## src/rtl/product_accumulator_if.sv

```systemverilog
// Product-beat input stream and completed-sum output stream of the product accumulator.
interface product_accumulator_if #(
    parameter int unsigned ACC_W = 24,
    parameter int unsigned CNT_W = 8
);
    localparam int unsigned PROD_W = 15;

    logic              in_valid;
    logic              in_ready;
    logic [PROD_W-1:0] in_product;
    logic              in_last;
    logic              clr;
    logic              out_valid;
    logic              out_ready;
    logic [ACC_W-1:0]  out_sum;
    logic [CNT_W-1:0]  out_count;
    logic              out_sat;

    modport master (
        output in_valid, in_product, in_last, clr, out_ready,
        input  in_ready, out_valid, out_sum, out_count, out_sat
    );

    modport slave (
        input  in_valid, in_product, in_last, clr, out_ready,
        output in_ready, out_valid, out_sum, out_count, out_sat
    );
endinterface

```

## src/rtl/product_accumulator.sv

```systemverilog
// Saturating signed accumulator of multiplier products; holds each completed sum
// with its term count and sticky saturation flag until the consumer takes it.
module product_accumulator #(
    parameter int unsigned ACC_W = 24,
    parameter int unsigned CNT_W = 8
) (
    input  logic                 clk,
    input  logic                 rst,
    product_accumulator_if.slave bus
);
    localparam int unsigned PROD_W = 15;
    localparam int unsigned SUM_W  = ACC_W + 1;
    localparam logic [ACC_W-1:0] ACC_MAX = {1'b0, {(ACC_W-1){1'b1}}};
    localparam logic [ACC_W-1:0] ACC_MIN = {1'b1, {(ACC_W-1){1'b0}}};

    typedef enum logic {
        S_ACCUM = 1'b0,
        S_OUT   = 1'b1
    } state_t;

    state_t           state, state_nxt;
    logic [ACC_W-1:0] acc, acc_nxt;
    logic [CNT_W-1:0] cnt, cnt_nxt;
    logic             sat, sat_nxt;

    logic             accept_c;
    logic [ACC_W-1:0] base_acc_c;
    logic [CNT_W-1:0] base_cnt_c;
    logic             base_sat_c;
    logic [SUM_W-1:0] wide_c;
    logic             ovf_c;

    // Operand selection: clr alongside a beat restarts the sum from that beat.
    always_comb begin
        accept_c   = bus.in_valid && (state == S_ACCUM);
        base_acc_c = bus.clr ? '0 : acc;
        base_cnt_c = bus.clr ? '0 : cnt;
        base_sat_c = bus.clr ? 1'b0 : sat;
        wide_c     = {base_acc_c[ACC_W-1], base_acc_c}
                   + {{(SUM_W-PROD_W){bus.in_product[PROD_W-1]}}, bus.in_product};
        ovf_c      = wide_c[SUM_W-1] ^ wide_c[SUM_W-2];
    end

    // Next-state and datapath update.
    always_comb begin
        state_nxt = state;
        acc_nxt   = acc;
        cnt_nxt   = cnt;
        sat_nxt   = sat;
        case (state)
            S_ACCUM: begin
                if (accept_c) begin
                    if (ovf_c)
                        acc_nxt = wide_c[SUM_W-1] ? ACC_MIN : ACC_MAX;
                    else
                        acc_nxt = wide_c[ACC_W-1:0];
                    cnt_nxt = (&base_cnt_c) ? base_cnt_c : base_cnt_c + CNT_W'(1);
                    sat_nxt = base_sat_c | ovf_c;
                    if (bus.in_last)
                        state_nxt = S_OUT;
                end else if (bus.clr) begin
                    acc_nxt = '0;
                    cnt_nxt = '0;
                    sat_nxt = 1'b0;
                end
            end
            S_OUT: begin
                if (bus.out_ready) begin
                    state_nxt = S_ACCUM;
                    acc_nxt   = '0;
                    cnt_nxt   = '0;
                    sat_nxt   = 1'b0;
                end
            end
            default: state_nxt = S_ACCUM;
        endcase
    end

    always_ff @(posedge clk) begin
        if (!rst) begin
            state <= S_ACCUM;
            acc   <= '0;
            cnt   <= '0;
            sat   <= 1'b0;
        end else begin
            state <= state_nxt;
            acc   <= acc_nxt;
            cnt   <= cnt_nxt;
            sat   <= sat_nxt;
        end
    end

    // Handshake flags decode the state flop only, so out_ready never reaches in_ready.
    assign bus.in_ready  = (state == S_ACCUM);
    assign bus.out_valid = (state == S_OUT);
    assign bus.out_sum   = acc;
    assign bus.out_count = cnt;
    assign bus.out_sat   = sat;
endmodule

```

## src/flat_wrapper.sv

```systemverilog
// flat-port wrapper written by rule: the top's interface ports become plain ports
module product_accumulator_flat 
#(
    parameter int unsigned ACC_W = 24,
    parameter int unsigned CNT_W = 8
)
  (clk, rst, bus_in_valid, bus_in_product, bus_in_last, bus_clr, bus_out_ready, bus_in_ready, bus_out_valid, bus_out_sum, bus_out_count, bus_out_sat);
  product_accumulator_if #(.ACC_W(ACC_W), .CNT_W(CNT_W)) bus_i ();
  input  logic clk;
  input  logic rst;
  input wire logic [$bits(bus_i.in_valid)-1:0] bus_in_valid;
  input wire logic [$bits(bus_i.in_product)-1:0] bus_in_product;
  input wire logic [$bits(bus_i.in_last)-1:0] bus_in_last;
  input wire logic [$bits(bus_i.clr)-1:0] bus_clr;
  input wire logic [$bits(bus_i.out_ready)-1:0] bus_out_ready;
  output wire logic [$bits(bus_i.in_ready)-1:0] bus_in_ready;
  output wire logic [$bits(bus_i.out_valid)-1:0] bus_out_valid;
  output wire logic [$bits(bus_i.out_sum)-1:0] bus_out_sum;
  output wire logic [$bits(bus_i.out_count)-1:0] bus_out_count;
  output wire logic [$bits(bus_i.out_sat)-1:0] bus_out_sat;
  assign bus_i.in_valid = bus_in_valid;
  assign bus_i.in_product = bus_in_product;
  assign bus_i.in_last = bus_in_last;
  assign bus_i.clr = bus_clr;
  assign bus_i.out_ready = bus_out_ready;
  assign bus_in_ready = bus_i.in_ready;
  assign bus_out_valid = bus_i.out_valid;
  assign bus_out_sum = bus_i.out_sum;
  assign bus_out_count = bus_i.out_count;
  assign bus_out_sat = bus_i.out_sat;
  product_accumulator #(.ACC_W(ACC_W), .CNT_W(CNT_W)) u_core (.clk(clk), .rst(rst), .bus(bus_i));
endmodule
```

## config.mk

```make
export PLATFORM = sky130hd
export DESIGN_NAME = product_accumulator_flat
export DESIGN_NICKNAME = d
export VERILOG_FILES = /design/src/rtl/product_accumulator_if.sv /design/src/rtl/product_accumulator.sv /design/src/flat_wrapper.sv
export SDC_FILE = /design/constraint.sdc
export NUM_CORES = 1
export LEC_CHECK = 0
export CAP_MARGIN = 20
export CORE_MARGIN = 1
export CORE_UTILIZATION = 55
export CTS_CLUSTER_DIAMETER = 50
export DETAILED_ROUTE_END_ITERATION = 12
export PLACE_DENSITY = 0.92
export SLEW_MARGIN = 20
export SYNTH_ARGS = -nofsm -noshare
export SYNTH_HDL_FRONTEND = slang
export SYNTH_SLANG_ARGS = --single-unit
```

## constraint.sdc

```tcl
create_clock -name clk -period 13.4 [get_ports clk]
set_clock_uncertainty 0.2 [all_clocks]
set_input_delay 4.02 -clock clk [delete_from_list [all_inputs] [get_ports clk]]
set_output_delay 4.02 -clock clk [all_outputs]
set_load 0.03 [all_outputs]
```

Word level (Yosys, flattened, before mapping)

Index checks and enable logic that the tools add are counted.
Widths: inputs -> output; s select.

Input bits: 21
Flip-flop bits (word level): 34
Word-level logic and storage cells: 31

Reduce and logical (&&, ||, !) cells: 2
Mux-type cells: 19
Add/subtract/negate cells: 2
Bitwise logic cells: 3
Equal/unequal tests: 1

Operators by type and width:

| operator            | count |
|---|---|
| $mux 24             | 5 |
| $pmux 24 s2         | 1 |
| $mux 8              | 4 |
| $add 24x15->25      | 1 |
| $pmux 8 s2          | 1 |
| $add 8x1->8 const B | 1 |
| $reduce_and 8->1    | 1 |
| $mux 1              | 6 |
| $pmux 1 s2          | 2 |
| $ne 2x2->1 const B  | 1 |
| $logic_and 1x1->1   | 1 |
| $not 1->1           | 1 |
| $or 1x1->1          | 1 |
| $xor 1x1->1         | 1 |

Longest topological paths before layout

Gate-level depths: netlist of run 1.

Word-level depth: 6
Gate-level depth with buffers: 18
Gate-level depth less buffers: 13

Worst setup path before layout of run 1

No wires, ideal clock.

Path type: input -> register
Start point: input bus_clr
End point: register u_core.acc[2], in the netlist u_core.bus.out_sum[2]
Data required time: 13.060 ns
Arrival time: 7.740 ns
Cell stages on the path: 16
Slack: 5.320 ns
Cell sequence: buf_2 > buf_2 > buf_2 > buf_1 > clkbuf_1 > nor2b_1 > ha_1 > a21o_1 > maj3_1 > o31a_1 > o2111a_1 > o2111a_1 > or3_1 > a311oi_2 > a311o_1 > a221oi_2

Cells in the longest elaborated chain, start to end: 6
Elaborated cells between the ends (all ways): 7

Ends and longest elaborated chain:

| what                                          | line                                                 | RTL |
|---|---|---|
| from (decl)                                   | flat_wrapper.sv:14                                   | `input wire logic [$bits(bus_i.clr)-1:0] bus_clr;` |
| $mux 24 *                                     | product_accumulator.sv:36                            | `base_acc_c = bus.clr ? '0 : acc;` |
| $add 24x15->25                                | product_accumulator.sv:40                            | `+ {{(SUM_W-PROD_W){bus.in_product[PROD_W-1]}}, bus.in_product};` |
| $mux 24 / $xor 1x1->1 (equally long branches) | product_accumulator.sv:54, product_accumulator.sv:41 |  |
| $mux 24                                       | product_accumulator.sv:53                            | `if (ovf_c)` |
| $mux 24 *                                     | product_accumulator.sv:52                            | `if (accept_c) begin` |
| $pmux 24 s2 *                                 | product_accumulator.sv:50                            | `case (state)` |
| to (signal assigned)                          | product_accumulator.sv:87                            | `acc <= acc_nxt;` |
| to (decl)                                     | product_accumulator.sv:22                            | `logic [ACC_W-1:0] acc, acc_nxt;` |

Every way passes the cells marked *; elsewhere a longest branch is shown, timed or not.
A chain may end at the register's enable or synchronous reset.

Worst setup path after layout of run 1

Start point: input bus_clr
End point: register u_core.acc[12], in the netlist u_core.bus.out_sum[12]

Same word-level chain as after synthesis.

==> results.tsv, run 1 <==
stage	metric	value	unit
worst_setup_path	path_cells	buf_2 -> buf_4 -> nor2b_1 -> ha_1 -> inv_1 -> fa_1 -> nor2b_1 -> nor3_1 -> o211ai_1 -> nand4_1 -> a41oi_2 -> o21a_2 -> o31ai_2 -> o21ai_0 -> nor3b_1	
power_and_ir_drop	power_consumption	0.3623	mW
floorplanning	floorplan.rows	29	
clocking	cts_post_setup_buffers_inserted	0	
sta	relSlewSlack	0.3244	
routing	number_of_violations_reported_at_the_end_of_detailed_routing_iteration_0	571	
yosys	yosys.cell_count.top_type	nand2_1	
global_routing	antenna_violations_before_repair	0	
yosys	synthDistinctLibCells	80	
floorplanning	dieArea	7038	um^2
worst_setup_path	crit_path_max_fanout	54	
yosys	synth_area_per_cell	7.290	um^2
worst_setup_path	timing_worst_setup_path_type	in -> reg	
global_routing	grt.total_usage	0.3261	
sta	maxSlewViolCount	0	
sta	hold_violations	0	
run_status	failing_checks	DRC	
min_path	worstHoldEndpoint	u_core.bus.out_sum[18]	
floorplanning	dieHeight	83.89	um
clocking	tritoncts	done	
yosys	synth_fp_nets	541	
yosys	synth.top_cells.by_area	dfxtp_1 (18%), nand2_1 (5.5%), a21oi_1 (4.7%)	
yosys	synthArstFlopShare	0	
power_and_ir_drop	p_leak	1.620	nW
yosys	synth_seq_area_share	0.1845	
yosys	netlist_top_cells_count	nand2_1 (54), nor2_1 (41), a21oi_1 (35)	
worst_setup_path	r2r.worst_path.cells	13	
yosys	synthesis.instances	506	
min_path	hold_path.class	reg -> reg	
clocking	cts_sinks	34	
cells_and_area	design.final.nets	570	
global_routing	grt_max_degree	55	
sta	final_min_period_over_clock_period	0.5899	
global_routing	grt_pass1_vias	3963	
clocking	postCtsResizedCells	0	
power_and_ir_drop	worst_ir_drop_vdd	0.00006303	V
global_routing	global_route_overflow	0	
power_and_ir_drop	powerDensity	84.35	nW/um^2
worst_setup_path	critical_path_depth	15	
worst_setup_path	critical-path-top-cell-by-count	nor2b_1	
clocking	clk_pin_slew_worst_paths	0.07	ns
routing	route.vias.total	4350	
worst_setup_path	end_of_the_worst_register_to_register_path	u_core.bus.out_sum[12]	
floorplanning	io_pins	56	
sta	setup-tns-final	0	ns
sta	grt_setup_unrepaired	no	
sta	setup_viol	0	
sta	min_period	7.905	ns
placed_design	weighted_congestion_at_the_end_of_routability_driven_global_placement	0.9571	
clocking	max-clock-path-buffers	2	
worst_setup_path	critical_path_buffers_and_inverters	3	
global_routing	global_route_wire_length_before_repair	19060	um
cells_and_area	area_growth_syn_to_layout	16.45	%
clocking	cts_hold_repair.buffers	0	
routing	route.detailed.vias_per_inst	7.096	
yosys	total_of_warnings_raised_by_yosys	0	
yosys	synth_top_cell_area_share	0.1845	
sta	fmax	0.1265	GHz
yosys	ys_ff_latch	34	
clocking	cts_max_level	2	
routing	routed_wl	11470	um
worst_setup_path	critical_path.endpoint_type	flip-flop	
flow_run	maxCapViolCount	0	
routing	top_signal_layer_used	met4	
routing	final_antenna_net_count	0	
yosys	yosys_most_used_dff	dfxtp_1	
sta	tightestPinTransition	1.010	ns
yosys	synth_edf_count	0	
worst_setup_path	crit_slowest_cell	o31ai_2	
placed_design	portBuffers	55	
worst_setup_path	cp_top_family	compound AO/OA/AOI/OAI gates	
worst_setup_path	start_kind	input port	
worst_setup_path	worst-r2r-setup-slack	9.28	ns
routing	drc	6	
clocking	clock_tree.root_cell	clkbuf_8	
worst_setup_path	reg2reg_from	u_core.bus.out_sum[0]	
worst_setup_path	critPathRequiredTime	13.39	ns
floorplanning	initial_core_util	0.5743	
placed_design	detailedPlacementHpwl	8098	um
yosys	synthesis.area	3689	um^2
routing	wire_per_inst	18.71	um
cells_and_area	drive_above_1_share	0.05970	
routing	drt_pass1_iterations	12	
floorplanning	dieWidth	83.89	um
clocking	clk_latency	0.30	ns
worst_setup_path	worst-endpoint-arrival	7.89	ns
min_path	whs_path_depth	2	
min_path	hold_path_startpoint	u_core.bus.out_sum[18]	
floorplanning	floorplan.core_area	6422	um^2
worst_setup_path	critical_path.max_stage_delay	0.53	ns
clocking	cts_buffers	5	
routing	wl_met3	1294	um
run_status	outcome	finished with violations	
routing	wl_met1	4602	um
cells_and_area	antenna-diode-count	0	
routing	met2_wirelength	5242	um
yosys	synth_area_leader_cell	dfxtp_1	
## flip-flops by register name, summed over array words and instances, names as in the netlist
name                  cells
u_core.bus.out_count      8
u_core.bus.out_sat        1
u_core.bus.out_sum       24
u_core.bus.out_valid      1
## worst max-delay path by stage
stage / start / end / slack (ns)
detailed placement: bus_clr / u_core.bus.out_sum[12] / 5.37
floorplan: bus_clr / u_core.bus.out_sum[2] / 5.32
global placement: bus_clr / u_core.bus.out_sum[2] / 5.50
finish: bus_clr / u_core.bus.out_sum[12] / 5.49
CTS: bus_clr / u_core.bus.out_sum[12] / 5.66
global route: bus_clr / u_core.bus.out_sum[12] / 5.33
## cells by family (layout without fill, tap and decap cells)
kind of cell / after synthesis / in the layout / synth area share
AND/OR/NAND/NOR: 186 / 186 / 0.2568
AO/OA/AOI/OAI: 184 / 184 / 0.3623
buffers and inverters: 51 / 81 / 0.05461
flip-flops: 34 / 34 / 0.1845
XOR/XNOR: 26 / 26 / 0.06174
adder cells (fa/ha/maj): 22 / 22 / 0.07191
multiplexers: 3 / 3 / 0.008141
## worst register-to-register path, stage by stage (launching register included)
cell	delay, ns
dfxtp_1	0.36
nor2b_1	0.15
ha_1	0.18
inv_1	0.06
fa_1	0.40
nor2b_1	0.18
nor3_1	0.39
o211ai_1	0.19
nand4_1	0.25
a41oi_2	0.24
o21a_2	0.32
o31ai_2	0.53
o21ai_0	0.23
nor3b_1	0.32
## routing by layer
layer | vias to the layer above | GRT usage
li1 | 1956 | -
met3 | 54 | 0.05539
met2 | 310 | 0.5358
met1 | 2030 | 0.4333
met5 | - | 0
met4 | 0 | 0.1050
## where the power goes
group          internal [mW]  switching [mW]  total [mW]
Clock                 0.0416          0.0421      0.0837
Combinational         0.0626          0.0930       0.156
Sequential             0.109          0.0139       0.123
Total                  0.213           0.149       0.362
## cells in the final DEF, fill, tap and decap left out, types with 8 or more instances in the layout
| master | synthesis | final |
|---|---|---|
| dfxtp_1 | 34 | 34 |
| a31oi_1 | 8 | 8 |
| clkdlybuf4s50_1 | 0 | 54 |
| o211ai_1 | 18 | 18 |
| a21o_1 | 10 | 10 |
| nand2_1 | 54 | 54 |
| nor2_1 | 41 | 41 |
| xnor2_1 | 15 | 15 |
| a21oi_1 | 35 | 35 |
| inv_1 | 15 | 15 |
| nand3_1 | 14 | 14 |
| nor2b_1 | 27 | 27 |
| xor2_1 | 11 | 11 |
| o21ai_0 | 33 | 33 |
| ha_1 | 13 | 13 |
## area by class of cell
| class | count | area (um^2) |
|---|---|---|
| inverters | 16 | 60.06 |
| flip-flops and latches | 34 | 680.7 |
| clock buffers | 7 | 86.33 |
| repair buffers | 57 | 560.5 |
| well taps | 77 | 96.34 |
| fillers | 532 | 2127 |
| multi-input cells | 421 | 2806 |
| clock inverters | 1 | 5.005 |
## metrics by stage
stage | setup slack [ns] | cells | hold slack, ns | util | cell area, um^2
after CTS | 5.655 | 613 | 0.2777 | 0.6688 | 4295
after detailed placement | 5.374 | 605 | 0.2693 | 0.6546 | 4204
final | 5.495 | 613 | 0.2749 | 0.6688 | 4295
after floorplan | 5.320 | 506 | 0.3863 | - | 3689
after global routing | 5.333 | 613 | 0.3024 | 0.6688 | 4295
after global placement | 5.501 | 605 | 0.2572 | 0.6546 | 4204
No activity file was read; power rests on OpenSTA's default activity.
==> run 2, diff against run 1 <==
- clock period: 13.4 -> 7.4 ns (I/O delays scaled with it)
==> run 2 against run 1 <==
Effect of this change:
- the flow still finishes with violations (DRC)
- combinational power is 79% higher
- via count is 3.9% lower
- count of clock-buffer cells in the layout stayed put
- clock power is 110% higher
- worst setup slack worse by 3.9 ns
- non-clock buffer count is 1 higher
- core utilization is 0.35 points higher
- first-iteration DRC count is 20% lower
- sequential power is 81% higher
- routed wire length is 2.0% lower
- sequential share of layout area is 0.083 points lower
- critical path type unchanged
- largest cell class unchanged
- largest power group unchanged
==> results.tsv, run 2 (synthesis gave the netlist of run 1 again) <==
stage	metric	value	unit
cells_and_area	finalNonFillerCells	614	
worst_setup_path	worst_setup_path_startpoint	bus_clr	
worst_setup_path	worst-endpoint-arrival	5.79	ns
min_path	hold_path.class	reg -> reg	
worst_setup_path	endpoint	u_core.bus.out_sum[16]	
sta	maxSlewViolCount	0	
floorplanning	io_pins	56	
routing	route.detailed.vias_per_inst	6.806	
clocking	clk_pin_slew_worst_paths	0.08	ns
floorplanning	initial_core_util	0.5743	
routing	wire_per_inst	18.30	um
sta	grt_setup_unrepaired	no	
routing	number_of_violations_reported_at_the_end_of_detailed_routing_iteration_0	457	
cells_and_area	area_growth_syn_to_layout	17.06	%
cells_and_area	drive_above_1_share	0.05959	
min_path	hold_path_startpoint	u_core.bus.out_sum[18]	
placed_design	detailedPlacementHpwl	8029	um
worst_setup_path	critPathRequiredTime	7.40	ns
global_routing	grt_max_degree	33	
flow_run	maxCapViolCount	0	
clocking	clk_latency	0.30	ns
cells_and_area	flip_flop_count_of_the_largest_register_all_copies_and_words_added	24	
routing	drt_pass1_iterations	10	
floorplanning	floorplan.rows	29	
cells_and_area	mostFrequentLayoutCells	nand2_1 (54), clkdlybuf4s50_1 (54), nor2_1 (41)	
global_routing	global_route_wire_length_before_repair	18060	um
worst_setup_path	worst-r2r-setup-slack	3.50	ns
clocking	tritoncts	done	
global_routing	antenna_violations_before_repair	0	
clocking	cts_post_setup_buffers_inserted	0	
worst_setup_path	start_kind	input port	
cells_and_area	antenna-diode-count	0	
clocking	cts_buffers	5	
floorplanning	floorplan.core_area	6422	um^2
cells_and_area	design.final.nets	571	
floorplanning	dieHeight	83.89	um
power_and_ir_drop	powerDensity	157.5	nW/um^2
worst_setup_path	crit_path_max_fanout	25	
clocking	clock_tree.root_cell	clkbuf_8	
clocking	cts_hold_repair.buffers	0	
placed_design	dpl-instance-area	4212	um^2
sta	relSlewSlack	0.3191	
placed_design	portBuffers	55	
global_routing	global_route_overflow	0	
cells_and_area	filler_cell_count	555	
worst_setup_path	critical_path.endpoint_type	flip-flop	
sta	hold_violations	0	
cells_and_area	finish.instance_area	4318	um^2
clocking	cts_sinks	34	
worst_setup_path	r2r.worst_path.cells	13	
sta	setup_viol	0	
routing	route.vias.total	4179	
worst_setup_path	timing_worst_setup_path_type	in -> reg	
global_routing	grt_pass1_vias	3722	
routing	drc	6	
run_status	outcome	finished with violations	
power_and_ir_drop	worst_ir_drop_vdd	0.00009714	V
worst_setup_path	reg2reg_from	u_core.bus.out_sum[0]	
min_path	whs_path_depth	2	
floorplanning	dieWidth	83.89	um
worst_setup_path	end_of_the_worst_register_to_register_path	u_core.bus.out_sum[11]	
sta	min_period	5.791	ns
placed_design	weighted_congestion_at_the_end_of_routability_driven_global_placement	0.9645	
run_status	failing_checks	DRC	
routing	final_antenna_net_count	0	
sta	final_min_period_over_clock_period	0.7826	
clocking	cts_max_level	2	
power_and_ir_drop	p_leak	1.629	nW
clocking	postCtsResizedCells	0	
sta	tightestPinTransition	1.018	ns
routing	routed_wl	11240	um
sta	fmax	0.1727	GHz
sta	setup-tns-final	0	ns
clocking	max-clock-path-buffers	2	
floorplanning	dieArea	7038	um^2
global_routing	grt.total_usage	0.3120	
placed_design	place_inst	606	
run 2: cell count changes in the layout (fill, tap and decap cells not counted), sizes merged:
cell | before | now
clkinv | 2 | 1
buf | 3 | 4
bufinv | 0 | 1
run 2: worst min-delay path by stage:
stage	to	slack, ns
floorplan	u_core.bus.out_sum[22]	0.39
global placement	u_core.bus.out_sum[14]	0.26
detailed placement	u_core.bus.out_sum[22]	0.27
CTS	u_core.bus.out_sum[18]	0.28
global route	u_core.bus.out_sum[18]	0.29
finish	u_core.bus.out_sum[18]	0.28
run 2: power breakdown:
| part | internal (mW) | switching (mW) | total, mW |
|---|---|---|---|
| clock | 0.101 | 0.0776 | 0.179 |
| sequential | 0.198 | 0.0252 | 0.223 |
| combinational | 0.114 | 0.165 | 0.279 |
run 2: critical path: stages:
cell and delay, ns:
buf_2 0.42, nor2b_1 0.10, ha_1 0.21, inv_1 0.07
fa_1 0.20, nor2b_1 0.08, maj3_2 0.33, o31ai_1 0.29
nand4_1 0.25, a21boi_0 0.70, o31ai_1 0.17, xor2_1 0.22
o311a_1 0.40, a21boi_1 0.13
run 2: area by class of cell:
cell class | count | area (um^2) | share of cell area
Multi-Input combinational cell | 421 | 2806 | 0.6500
Tap cell | 77 | 96.34 | 0.02231
Clock buffer | 7 | 76.32 | 0.01768
Clock inverter | 1 | 30.03 | 0.006955
Inverter | 16 | 60.06 | 0.01391
Sequential cell | 34 | 680.7 | 0.1576
Timing Repair Buffer | 58 | 568.0 | 0.1316
run 2: metal layers:
| metal | track usage | wire, um | vias to the layer above | share of wire |
|---|---|---|---|---|
| met3 | 0.05341 | 1048 | 45 | 0.093 |
| met5 | 0 | 0 | - | 0 |
| li1 | - | - | 1957 | - |
| met4 | 0.1411 | 347 | 0 | 0.031 |
| met1 | 0.4138 | 4733 | 1939 | 0.42 |
| met2 | 0.4933 | 5110 | 238 | 0.45 |
run 2: stage by stage:
| step | hold slack, ns | worst slack [ns] | utilization | power, mW |
|---|---|---|---|---|
| finish | 0.2834 | 1.609 | 0.6723 | 0.6801 |
| global route | 0.2928 | 1.397 | 0.6723 | 0.7100 |
| CTS | 0.2831 | 1.666 | 0.6723 | 0.6735 |
| detailed placement | 0.2701 | 1.388 | 0.6558 | 0.4977 |
| global placement | 0.2558 | 1.407 | 0.6558 | 0.4920 |
| floorplan | 0.3863 | 1.120 | - | 0.4148 |
